<file path="config.mk">
export PLATFORM = sky130hd
export DESIGN_NAME = display_mux
export DESIGN_NICKNAME = d
export VERILOG_FILES = /design/src/rtl/display_mux.sv
export SDC_FILE = /design/constraint.sdc
export NUM_CORES = 1
export LEC_CHECK = 0
export BUFFER_PORTS_ARGS = -buffer_cell sky130_fd_sc_hd__buf_2
export CAP_MARGIN = 40
export CORE_UTILIZATION = 54
export CTS_BUF_LIST = sky130_fd_sc_hd__clkbuf_8
export DETAILED_ROUTE_END_ITERATION = 7
export GPL_TIMING_DRIVEN = 0
export MAX_ROUTING_LAYER = met4
export PLACE_DENSITY = 0.76
export SYNTH_ARGS = -nofsm -noshare
export SYNTH_HDL_FRONTEND = slang
export SYNTH_SLANG_ARGS = --single-unit
</file>
<file path="constraint.sdc">
create_clock -name clk -period 2.3 [get_ports clk]
set_input_delay 0.46 -clock clk [delete_from_list [all_inputs] [get_ports clk]]
set_output_delay 0.46 -clock clk [all_outputs]
set_load 0.05 [all_outputs]
</file>
<file path="src/rtl/display_mux.sv">
// Multiplexed 7-segment display driver: per-digit scan with dead time, double-buffered
// digit data swapped only at frame boundaries, leading-zero suppression and blanking.
module display_mux #(
    parameter int N_DIG       = 4,
    parameter int SCAN_DIV    = 1000,
    parameter int DEAD_CYC    = 2,
    parameter int SEG_ACT_LOW = 1,
    parameter int DIG_ACT_LOW = 1
) (
    input  logic                 clk,
    input  logic                 rst_n,
    input  logic                 enable,
    input  logic                 load,
    input  logic [4*N_DIG-1:0]   data_in,
    input  logic [N_DIG-1:0]     dp_in,
    input  logic [N_DIG-1:0]     blank_in,
    input  logic                 lz_en,
    output logic [6:0]           seg,
    output logic                 seg_p,
    output logic [N_DIG-1:0]     dig_sel,
    output logic                 frame_tick
);

    localparam int PS_W  = (SCAN_DIV > 1) ? $clog2(SCAN_DIV) : 1;
    localparam int IDX_W = (N_DIG > 1) ? $clog2(N_DIG) : 1;
    localparam logic SEG_INV = (SEG_ACT_LOW != 0);
    localparam logic DIG_INV = (DIG_ACT_LOW != 0);
    localparam logic [6:0]       SEG_OFF = {7{SEG_INV}};
    localparam logic [N_DIG-1:0] DIG_OFF = {N_DIG{DIG_INV}};

    logic [PS_W-1:0]    prescaler;
    logic [IDX_W-1:0]   digIdx;
    logic               slotEnd;
    logic               frameEnd;

    logic [4*N_DIG-1:0] pendData, actData;
    logic [N_DIG-1:0]   pendDp, actDp;
    logic [N_DIG-1:0]   pendBlank, actBlank;
    logic               pendLz, actLz;

    logic [N_DIG-1:0]   supp;
    logic [N_DIG-1:0]   digOn;
    logic [3:0]         curNib;
    logic               curDp;
    logic               curBlank;
    logic               curSupp;
    logic [6:0]         litSeg;
    logic               litDp;
    logic               showing;

    assign slotEnd  = enable && (prescaler == PS_W'(SCAN_DIV - 1));
    assign frameEnd = slotEnd && (digIdx == IDX_W'(N_DIG - 1));

    always_ff @(posedge clk or negedge rst_n) begin
        if (!rst_n) begin
            prescaler <= '0;
            digIdx    <= '0;
        end else if (!enable) begin
            prescaler <= '0;
            digIdx    <= '0;
        end else if (slotEnd) begin
            prescaler <= '0;
            digIdx    <= frameEnd ? '0 : digIdx + IDX_W'(1);
        end else begin
            prescaler <= prescaler + PS_W'(1);
        end
    end

    // A load in the boundary cycle bypasses pending so the newest data wins.
    always_ff @(posedge clk or negedge rst_n) begin
        if (!rst_n) begin
            pendData  <= '0;
            pendDp    <= '0;
            pendBlank <= '0;
            pendLz    <= 1'b0;
            actData   <= '0;
            actDp     <= '0;
            actBlank  <= '0;
            actLz     <= 1'b0;
        end else begin
            if (load) begin
                pendData  <= data_in;
                pendDp    <= dp_in;
                pendBlank <= blank_in;
                pendLz    <= lz_en;
            end
            if (frameEnd) begin
                actData  <= load ? data_in  : pendData;
                actDp    <= load ? dp_in    : pendDp;
                actBlank <= load ? blank_in : pendBlank;
                actLz    <= load ? lz_en    : pendLz;
            end
        end
    end

    function automatic logic [6:0] hexToSeg(input logic [3:0] nib);
        case (nib)
            4'h0:    hexToSeg = 7'b0111111;
            4'h1:    hexToSeg = 7'b0000110;
            4'h2:    hexToSeg = 7'b1011011;
            4'h3:    hexToSeg = 7'b1001111;
            4'h4:    hexToSeg = 7'b1100110;
            4'h5:    hexToSeg = 7'b1101101;
            4'h6:    hexToSeg = 7'b1111101;
            4'h7:    hexToSeg = 7'b0000111;
            4'h8:    hexToSeg = 7'b1111111;
            4'h9:    hexToSeg = 7'b1101111;
            4'hA:    hexToSeg = 7'b1110111;
            4'hB:    hexToSeg = 7'b1111100;
            4'hC:    hexToSeg = 7'b0111001;
            4'hD:    hexToSeg = 7'b1011110;
            4'hE:    hexToSeg = 7'b1111001;
            default: hexToSeg = 7'b1110001;
        endcase
    endfunction

    // Suppression walks down from the top digit while every nibble seen so far is zero.
    always_comb begin
        logic allZero;
        allZero  = 1'b1;
        supp     = '0;
        digOn    = '0;
        curNib   = 4'h0;
        curDp    = 1'b0;
        curBlank = 1'b0;
        curSupp  = 1'b0;
        for (int k = N_DIG - 1; k >= 0; k--) begin
            allZero = allZero && (actData[4*k +: 4] == 4'h0);
            supp[k] = actLz && allZero && (k != 0);
        end
        for (int k = 0; k < N_DIG; k++) begin
            if (digIdx == IDX_W'(k)) begin
                curNib   = actData[4*k +: 4];
                curDp    = actDp[k];
                curBlank = actBlank[k];
                curSupp  = supp[k];
                digOn[k] = 1'b1;
            end
        end
    end

    assign litSeg  = (curBlank || curSupp) ? 7'b0000000 : hexToSeg(curNib);
    assign litDp   = curDp && !curBlank;
    assign showing = enable && (int'(prescaler) >= DEAD_CYC);

    always_ff @(posedge clk or negedge rst_n) begin
        if (!rst_n) begin
            seg        <= SEG_OFF;
            seg_p      <= SEG_INV;
            dig_sel    <= DIG_OFF;
            frame_tick <= 1'b0;
        end else begin
            frame_tick <= frameEnd;
            if (showing) begin
                seg     <= litSeg ^ SEG_OFF;
                seg_p   <= litDp ^ SEG_INV;
                dig_sel <= digOn ^ DIG_OFF;
            end else begin
                seg     <= SEG_OFF;
                seg_p   <= SEG_INV;
                dig_sel <= DIG_OFF;
            end
        end
    end

endmodule

</file>
# Word-level counts from Yosys, hierarchy flattened
# Memories as Yosys holds them, arrays and structs flattened.
# Index checks and enable logic that the tools add are counted.
# word_totals
reg_bits	75
romBits	112
inputBits	29
out_inout_bits	13
wordCells	73
memories	1
# mem_list
memory	depth	word_bits	rd	rd_clocked_by_memory_dff	write_ports	line_no	rtl
(name not given)	16	7	1	0	0	97	case (nib)
# classes
n_addsub	2
n_lt_le_gt_ge	1
n_eq_ne	5
mux	32
bitwise_logic	3
n_reduce_logical	15
# op_table
operator	count
$mux 4	7
$mux 10	2
$mux 1	17
$mux 16	1
$mux 7	2
$logic_not 4->1	3
$add 10x1->10 const B	1
$eq 10x10->1 const B	1
$ge 10x2->1 const B	1
$logic_and 1x1->1	9
$not 7->7	1
$mux 2	3
$eq 2x2->1 const B	2
$not 4->4	1
$add 2x1->2 const B	1
$eq 2x1->1 const B	1
$logic_not 2->1	1
$ne 2x1->1 const B	1
$logic_not 1->1	1
$logic_or 1x1->1	1
$not 1->1	1

# Depth between registers and ports, before layout
# Gate-level depths: netlist of the first run.
# logic_depth
word_depth	11
mapped_depth	10
depth_no_buf	10

# Worst setup path after synthesis of the first run
# OpenSTA, ideal clock, no wires.
# synth_path
path_type	register to register
startpoint	reg digIdx[0]
endpoint	reg seg[0]
arrival_ns	2.311
required_time_ns	2.208
setup_slack_ns	-0.102
stages_incl_launch_ff	10
path_buffers	2
period_less_slack_ns	2.402
cell_sequence	dfrtp_1 -> ha_1 -> buf_2 -> buf_2 -> a221oi_1 -> inv_1 -> ha_1 -> or3_1 -> o21ai_0 -> o21ai_0
# synth_between
elab_chain_cells	9
# synth_rtl
element	line_no	rtl
start, declared	32	logic [IDX_W-1:0] digIdx;
start signal, assigned	63	digIdx <= frameEnd ? '0 : digIdx + IDX_W'(1);
$logic_not 2->1	132	if (digIdx == IDX_W'(k)) begin
$mux 4 or $mux 1 (tied branches) (4 in series)	132	
$mem_v2 16x7 or $logic_or 1x1->1 (tied branches)	-	
$mux 7 (*)	142	assign litSeg = (curBlank || curSupp) ? 7'b0000000 : hexToSeg(curNib);
$not 7->7 (no source line) (*)	-	
$mux 7 (*)	154	if (showing) begin
end signal, assigned	155	seg <= litSeg ^ SEG_OFF;
end, declared	18	output logic [6:0] seg,
# Mark *: on every way between the ends. The rest lies on a longest branch, timed or not.
# A chain may end at the register's enable or synchronous reset.

# Worst setup path in the final report of the first run
# layout_path
startpoint	reg digIdx[1]
endpoint	reg seg[0]
# The elaborated chain is that of the path after synthesis.

==> results.py, run 1 <==
metrics = {
    "sta": {
        "fin_ws_ns": 0.0726,
        "period_share_pct": 96.8,
        "fmax_mhz": 449,
        "fin_crit_ns": 2.23,
        "fin_tns_setup_ns": 0,
        "clock_skew_ns": 0.0103,
        "tightest_slew_ns": 0.585,
        "whs_ns": 0.0683,
        "hold_viol": 0,
        "slew_headroom_pct": 61.0,
        "maxSlewViolCount": 0,
        "setup_violations": 0,
    },
    "power": {
        "seqPwrFrac_pct": 52.4,
        "intPower_uw": 2040,
        "p_leak_uw": 0.00194,
        "total_power_uw": 2680,
        "max-vdd-ir-drop_v": 0.000451,
        "p_sw_share_pct": 24.0,
        "clkPwrFrac_pct": 39.1,
        "pwr-share-comb_pct": 8.5,
        "switchingPower_uw": 645,
        "power_density_mw_per_mm2": 643,
    },
    "floorplan": {
        "dieArea_sq_mm": 0.00675,
        "dieWidth_um": 82.2,
        "start_util_pct": 57.2,
        "coreArea_sq_mm": 0.00606,
        "row_count": 28,
        "die_h_um": 82.2,
        "ios": 42,
    },
    "global_route": {
        "grt_max_degree": 40,
        "grt_first_pass_wirelength_mm": 9.84,
        "antenna_found_initial": 0,
        "grt_overflow": 0,
        "grt_pass1_vias": 2089,
        "grt_use_total_pct": 20.8,
    },
    "clock_network": {
        "htree_levels": 3,
        "insertion_delay_ns": 0.35,
        "cts_sinks": 75,
        "numCtsBuffers": 9,
        "cts_buffer_depth": 2,
        "cts.clk_slew.worst_paths_ns": 0.08,
        "cts_hold_buffers": 0,
        "cts_root_buf": "clkbuf_8",
        "cts_tree": "built",
    },
    "placement": {
        "place.gp.congestion": 0.880,
        "numPortBuffers": 40,
        "place_ws_ns": -0.253,
        "hpwlAfterDp_mm": 4.21,
    },
    "critical_path": {
        "slowest_stage": "dfrtp_1",
        "reg2regPathDepth": 10,
        "crit_required_ns": 2.57,
        "crit_type": "reg -> reg",
        "cp-end-kind": "flip-flop",
        "critPathBufInv": 3,
        "regToRegSetupSlack_ns": 0.07,
        "critPathLaunchType": "flip-flop",
        "path_max_fanout": 10,
        "path_depth": 10,
        "crit_chain": "inv_2 -> ha_4 -> buf_6 -> nand3b_1 -> a221oi_4 -> inv_2 -> ha_2 -> or3_1 -> o21ai_1 -> o21ai_1",
        "arrival_ns": 2.50,
        "path_delay_family": "simple AND/OR/NAND/NOR gates",
        "max_stage_delay_ns": 0.42,
    },
    "cells_and_area": {
        "fin_util_pct": 68.9,
        "area_growth_pct": 20.3,
        "drive_above_1_share_pct": 47.0,
        "filler_cell_count": 453,
        "final_nets": 364,
        "final_common_cell": "dfrtp_1",
        "final_cell_mix": "dfrtp_1, buf_2, mux2_2",
        "antennaDiodeCount": 0,
    },
    "synth": {
        "synth_nets": 306,
        "ys.flop_type": "dfrtp_1",
        "syn_area_per_cell_sq_um": 13.1,
        "synth_cell_type_count": 45,
        "ys_seq_elements": 75,
        "yosysWarnings": 0,
        "synth-edff-count": 0,
        "ys_seq_area_share_pct": 54.5,
        "synth_cells": 265,
        "synth-async-reset-ratio_pct": 100,
        "netlist_area_sq_mm": 0.00347,
    },
    "detailed_routing": {
        "wl_per_cell_um": 15.5,
        "drc": 0,
        "viasPerCell": 5.45,
        "first_iter_violations": 99,
        "firstDrtPassIters": 4,
        "vias": 2195,
        "ant_nets": 0,
        "finalWirelength_mm": 6.24,
    },
    "flow_run": {
        "cap_violations": 0,
    },
    "hold_path": {
        "min_path_type": "in -> async",
    },
    "run_status": {
        "status": "complete, no violations",
    },
}
==> area by class of cell <==
type                       count  area [sq um]  area share (%)
multi-input combinational    169          1570            37.5
clock inverter                 5          60.1            1.44
inverter                       9          33.8           0.809
timing repair buffer          47           268            6.41
clock buffer                  11           151            3.63
tap                           75          93.8            2.25
sequential                    75          1890            45.3
buffer                        12           108            2.58
==> cells in the mapped netlist (3+ instances only) <==
| master | number | share of area (%) |
|---|---|---|
| buf_2 | 5 | 0.72 |
| a221oi_1 | 3 | 0.76 |
| nor2_1 | 16 | 1.7 |
| nor4_1 | 5 | 0.90 |
| a211oi_1 | 3 | 0.65 |
| and3_1 | 3 | 0.54 |
| mux2i_1 | 5 | 1.4 |
| nand3b_1 | 3 | 0.65 |
| dfstp_2 | 12 | 9.1 |
| nor2b_1 | 5 | 0.90 |
| nand3_1 | 3 | 0.43 |
| ha_1 | 12 | 4.3 |
| nand2_1 | 18 | 1.9 |
| mux2_2 | 35 | 11 |
| clkbuf_1 | 4 | 0.43 |
| dfrtp_1 | 63 | 45 |
| mux2_4 | 15 | 6.5 |
| a21oi_1 | 6 | 0.87 |
| xor2_1 | 4 | 1.0 |
| nor3b_1 | 3 | 0.65 |
| xnor2_1 | 4 | 1.0 |
| inv_1 | 9 | 0.97 |
==> power groups by stage <==
stage          clock (uW)  combinational, uW  sequential [uW]
3_3_place_gp            0                224             1430
4_1_cts              1080                233             1410
5_1_grt              1130                250             1410
3_5_place_dp            0                232             1430
6_report             1050                228             1410
2_1_floorplan           0               90.8             1480
==> flip-flops by register name, indices dropped and copies added, names as in the netlist <==
register	flops
actBlank	4
actData	16
actDp	4
actLz	1
digIdx	2
dig_sel	4
frame_tick	1
pendBlank	4
pendData	16
pendDp	4
pendLz	1
prescaler	10
seg	7
seg_p	1
==> final timing paths <==
path                               from      endpoint
max                           digIdx[1]        seg[0]
min                               rst_n  pendData[14]
max reg2reg                   digIdx[1]        seg[0]
min reg2reg                prescaler[0]  prescaler[0]
max in group asynchronous         rst_n         seg_p
min in group clk             data_in[7]   pendData[7]
==> worst register-to-register path: cells and delay by family, from the launching register on <==
family / cells / cell delay [ns]
buffers and inverters: 3 / 0.33
flip-flops: 1 / 0.42
AND/OR/NAND/NOR: 2 / 0.57
AO/OA/AOI/OAI: 3 / 0.45
adder cells (fa/ha/maj): 2 / 0.38
==> routing by layer <==
metal | global-route usage (%) | part of all wire [%]
met1 | 25.9 | 46
met2 | 31.5 | 48
met3 | 5.93 | 3.6
met4 | 9.47 | 2.3
met5 | - | 0
==> stage by stage <==
| stage | instance area, sq um | cells |
|---|---|---|
| 4_1_cts | 4050 | 400 |
| 2_1_floorplan | 3480 | 265 |
| 5_1_grt | 4180 | 403 |
| 3_5_place_dp | 3790 | 381 |
| 6_report | 4180 | 403 |
| 3_3_place_gp | 3770 | 380 |
==> timing repair <==
item                                    4_1_cts  5_1_grt
endpoints found under the setup margin        6        5
pin swaps                                     1        2
gates resized for setup                      10       25
setup buffers                                 3        3
==> cells by family after synthesis <==
| kind of cell | Yosys count | synth area share, % |
|---|---|---|
| flip-flops | 75 | 54.5 |
| AND/OR/NAND/NOR | 66 | 10.2 |
| XOR/XNOR | 8 | 2.02 |
| AO/OA/AOI/OAI | 28 | 6.31 |
| multiplexers | 55 | 19.3 |
| adder cells (fa/ha/maj) | 12 | 4.33 |
| buffers and inverters | 21 | 3.35 |
Note: power is estimated with default switching activity, not from simulation.
==> run 2, diff against run 1 <==
CELL_PAD_IN_SITES_DETAIL_PLACEMENT = 0   (was unset)
CELL_PAD_IN_SITES_GLOBAL_PLACEMENT = 2   (was unset)
CORE_UTILIZATION = 37   (was 54)
CTS_CLUSTER_SIZE = 28   (was unset)
PLACE_DENSITY = 0.75   (was 0.76)
==> run 2 against run 1 <==
Clock skew hardly changed. Clock-buffer cell count fell by 2. Wire length rose by 9.8%. Cell count grew 9.7%. Fmax decreased by 0.52%. Non-clock buffer count rose by 6. Worst setup slack worse by 0.012 ns. Largest cell class unchanged. Highest routed layer unchanged.
==> results.py, run 2 (synthesis results as in run 1) <==
metrics = {
    "critical_path": {
        "critPathBufInv": 3,
        "cp-end-kind": "flip-flop",
        "crit_type": "reg -> reg",
        "r2r-start": "digIdx[1]",
        "arrival_ns": 2.50,
        "path_delay_family": "simple AND/OR/NAND/NOR gates",
        "max_stage_delay_ns": 0.42,
        "crit_chain": "inv_2 -> ha_4 -> buf_8 -> nand3b_1 -> a221oi_4 -> inv_2 -> ha_4 -> or3_4 -> o21ai_2 -> o21ai_1",
        "cp-startpoint": "digIdx[1]",
        "crit_required_ns": 2.56,
        "critPathLaunchType": "flip-flop",
        "path_max_fanout": 6,
        "slowest_stage": "dfrtp_1",
    },
    "power": {
        "p_sw_share_pct": 23.8,
        "intPower_uw": 2090,
        "clkPwrFrac_pct": 40.1,
        "power_density_mw_per_mm2": 629,
        "max-vdd-ir-drop_v": 0.000315,
        "switchingPower_uw": 651,
        "p_leak_uw": 0.00201,
        "pwr-share-comb_pct": 8.5,
        "seqPwrFrac_pct": 51.4,
    },
    "placement": {
        "hpwlAfterDp_mm": 4.72,
        "place.gp.congestion": 0.745,
        "numPortBuffers": 40,
        "place_ws_ns": -0.285,
        "placedInstanceArea_sq_mm": 0.00384,
    },
    "hold_path": {
        "min_path_type": "in -> async",
    },
    "clock_network": {
        "cts_hold_buffers": 0,
        "cts_buffer_depth": 2,
        "cts_sinks": 75,
        "insertion_delay_ns": 0.34,
        "cts.clk_slew.worst_paths_ns": 0.08,
        "cts_tree": "built",
        "numCtsBuffers": 9,
        "cts_root_buf": "clkbuf_8",
        "htree_levels": 3,
    },
    "global_route": {
        "grt_use_total_pct": 15.8,
        "grt_pass1_vias": 2241,
        "grt_max_degree": 50,
        "grt_overflow": 0,
        "antenna_found_initial": 0,
        "grt_first_pass_wirelength_mm": 11.6,
    },
    "floorplan": {
        "dieWidth_um": 98.8,
        "row_count": 34,
        "dieArea_sq_mm": 0.00977,
        "start_util_pct": 39.0,
        "die_h_um": 98.8,
        "ios": 42,
        "coreArea_sq_mm": 0.00889,
    },
    "sta": {
        "setup_violations": 0,
        "slew_headroom_pct": 61.4,
        "tightest_slew_ns": 0.580,
        "fin_tns_setup_ns": 0,
        "maxSlewViolCount": 0,
        "clock_skew_ns": 0.0104,
        "fin_ws_ns": 0.0611,
        "period_share_pct": 97.3,
        "fin_crit_ns": 2.24,
        "whs_ns": 0.0244,
        "grt_setup_unrepaired": "true",
        "hold_viol": 0,
        "fmax_mhz": 447,
    },
    "detailed_routing": {
        "drc": 0,
        "firstDrtPassIters": 4,
        "ant_nets": 0,
        "wl_per_cell_um": 15.5,
        "vias": 2196,
        "finalWirelength_mm": 6.85,
        "viasPerCell": 4.97,
        "first_iter_violations": 87,
    },
    "cells_and_area": {
        "final_cell_mix": "dfrtp_1, buf_2, mux2_2",
        "final_nets": 370,
        "final_common_cell": "dfrtp_1",
        "fin_area_sq_mm": 0.00435,
        "reg.largest.list": "actData: 16 flops, pendData: 16 flops, prescaler: 10 flops",
        "area_growth_pct": 25.5,
        "drive_above_1_share_pct": 49.1,
        "antennaDiodeCount": 0,
    },
    "flow_run": {
        "cap_violations": 0,
    },
    "run_status": {
        "status": "complete, no violations",
    },
}
-- run 2: final cells by class --
cell class,instances,area (sq um)
fill,769,4540
sequential,75,1890
multi-input combinational,169,1610
timing repair buffer,54,358
tap,108,135
clock buffer,9,124
buffer,11,105
clock inverter,7,93.8
inverter,9,36.3
-- run 2: power groups by stage --
stage / Sequential [uW] / Combinational (uW) / Clock [uW]
5_1_grt: 1410 / 260 / 1190
3_3_place_gp: 1430 / 230 / 0
2_1_floorplan: 1480 / 90.8 / 0
3_5_place_dp: 1430 / 238 / 0
4_1_cts: 1410 / 241 / 1130
6_report: 1410 / 234 / 1100
-- run 2: final timing paths --
| kind | depth (start not counted) | to | slack [ns] |
|---|---|---|---|
| min in group clk | 2 | pendBlank[2] | 0.36 |
| worst max register to register | 10 | seg[0] | 0.06 |
| max in group asynchronous | 2 | seg[5] | 1.67 |
| worst max-delay path | 10 | seg[0] | 0.06 |
| worst min-delay path | 1 | pendBlank[2] | 0.02 |
| worst min register to register | 1 | prescaler[0] | 0.48 |
-- run 2: layer usage --
layer | GRT usage, % | routed length [um] | up-vias
met2 | 22.9 | 3250 | 33
li1 | - | - | 1064
met3 | 4.47 | 194 | 9
met1 | 21.7 | 3330 | 1090
met5 | - | 0 | -
met4 | 4.59 | 72 | 0
-- run 2: what timing repair did --
action	4_1_cts	5_1_grt
pin swaps	2	10
hold endpoints to repair	0	0
gates resized for setup	16	30
buffers inserted	7	6
endpoints found under the setup margin	6	6
-- run 2: stage by stage --
step	total power (uW)	util, %	instances
after global routing	2870	49.0	442
after floorplan	1580	-	265
after global placement	1660	42.9	413
after detailed placement	1670	43.2	414
final	2740	49.0	442
after CTS	2780	46.8	437
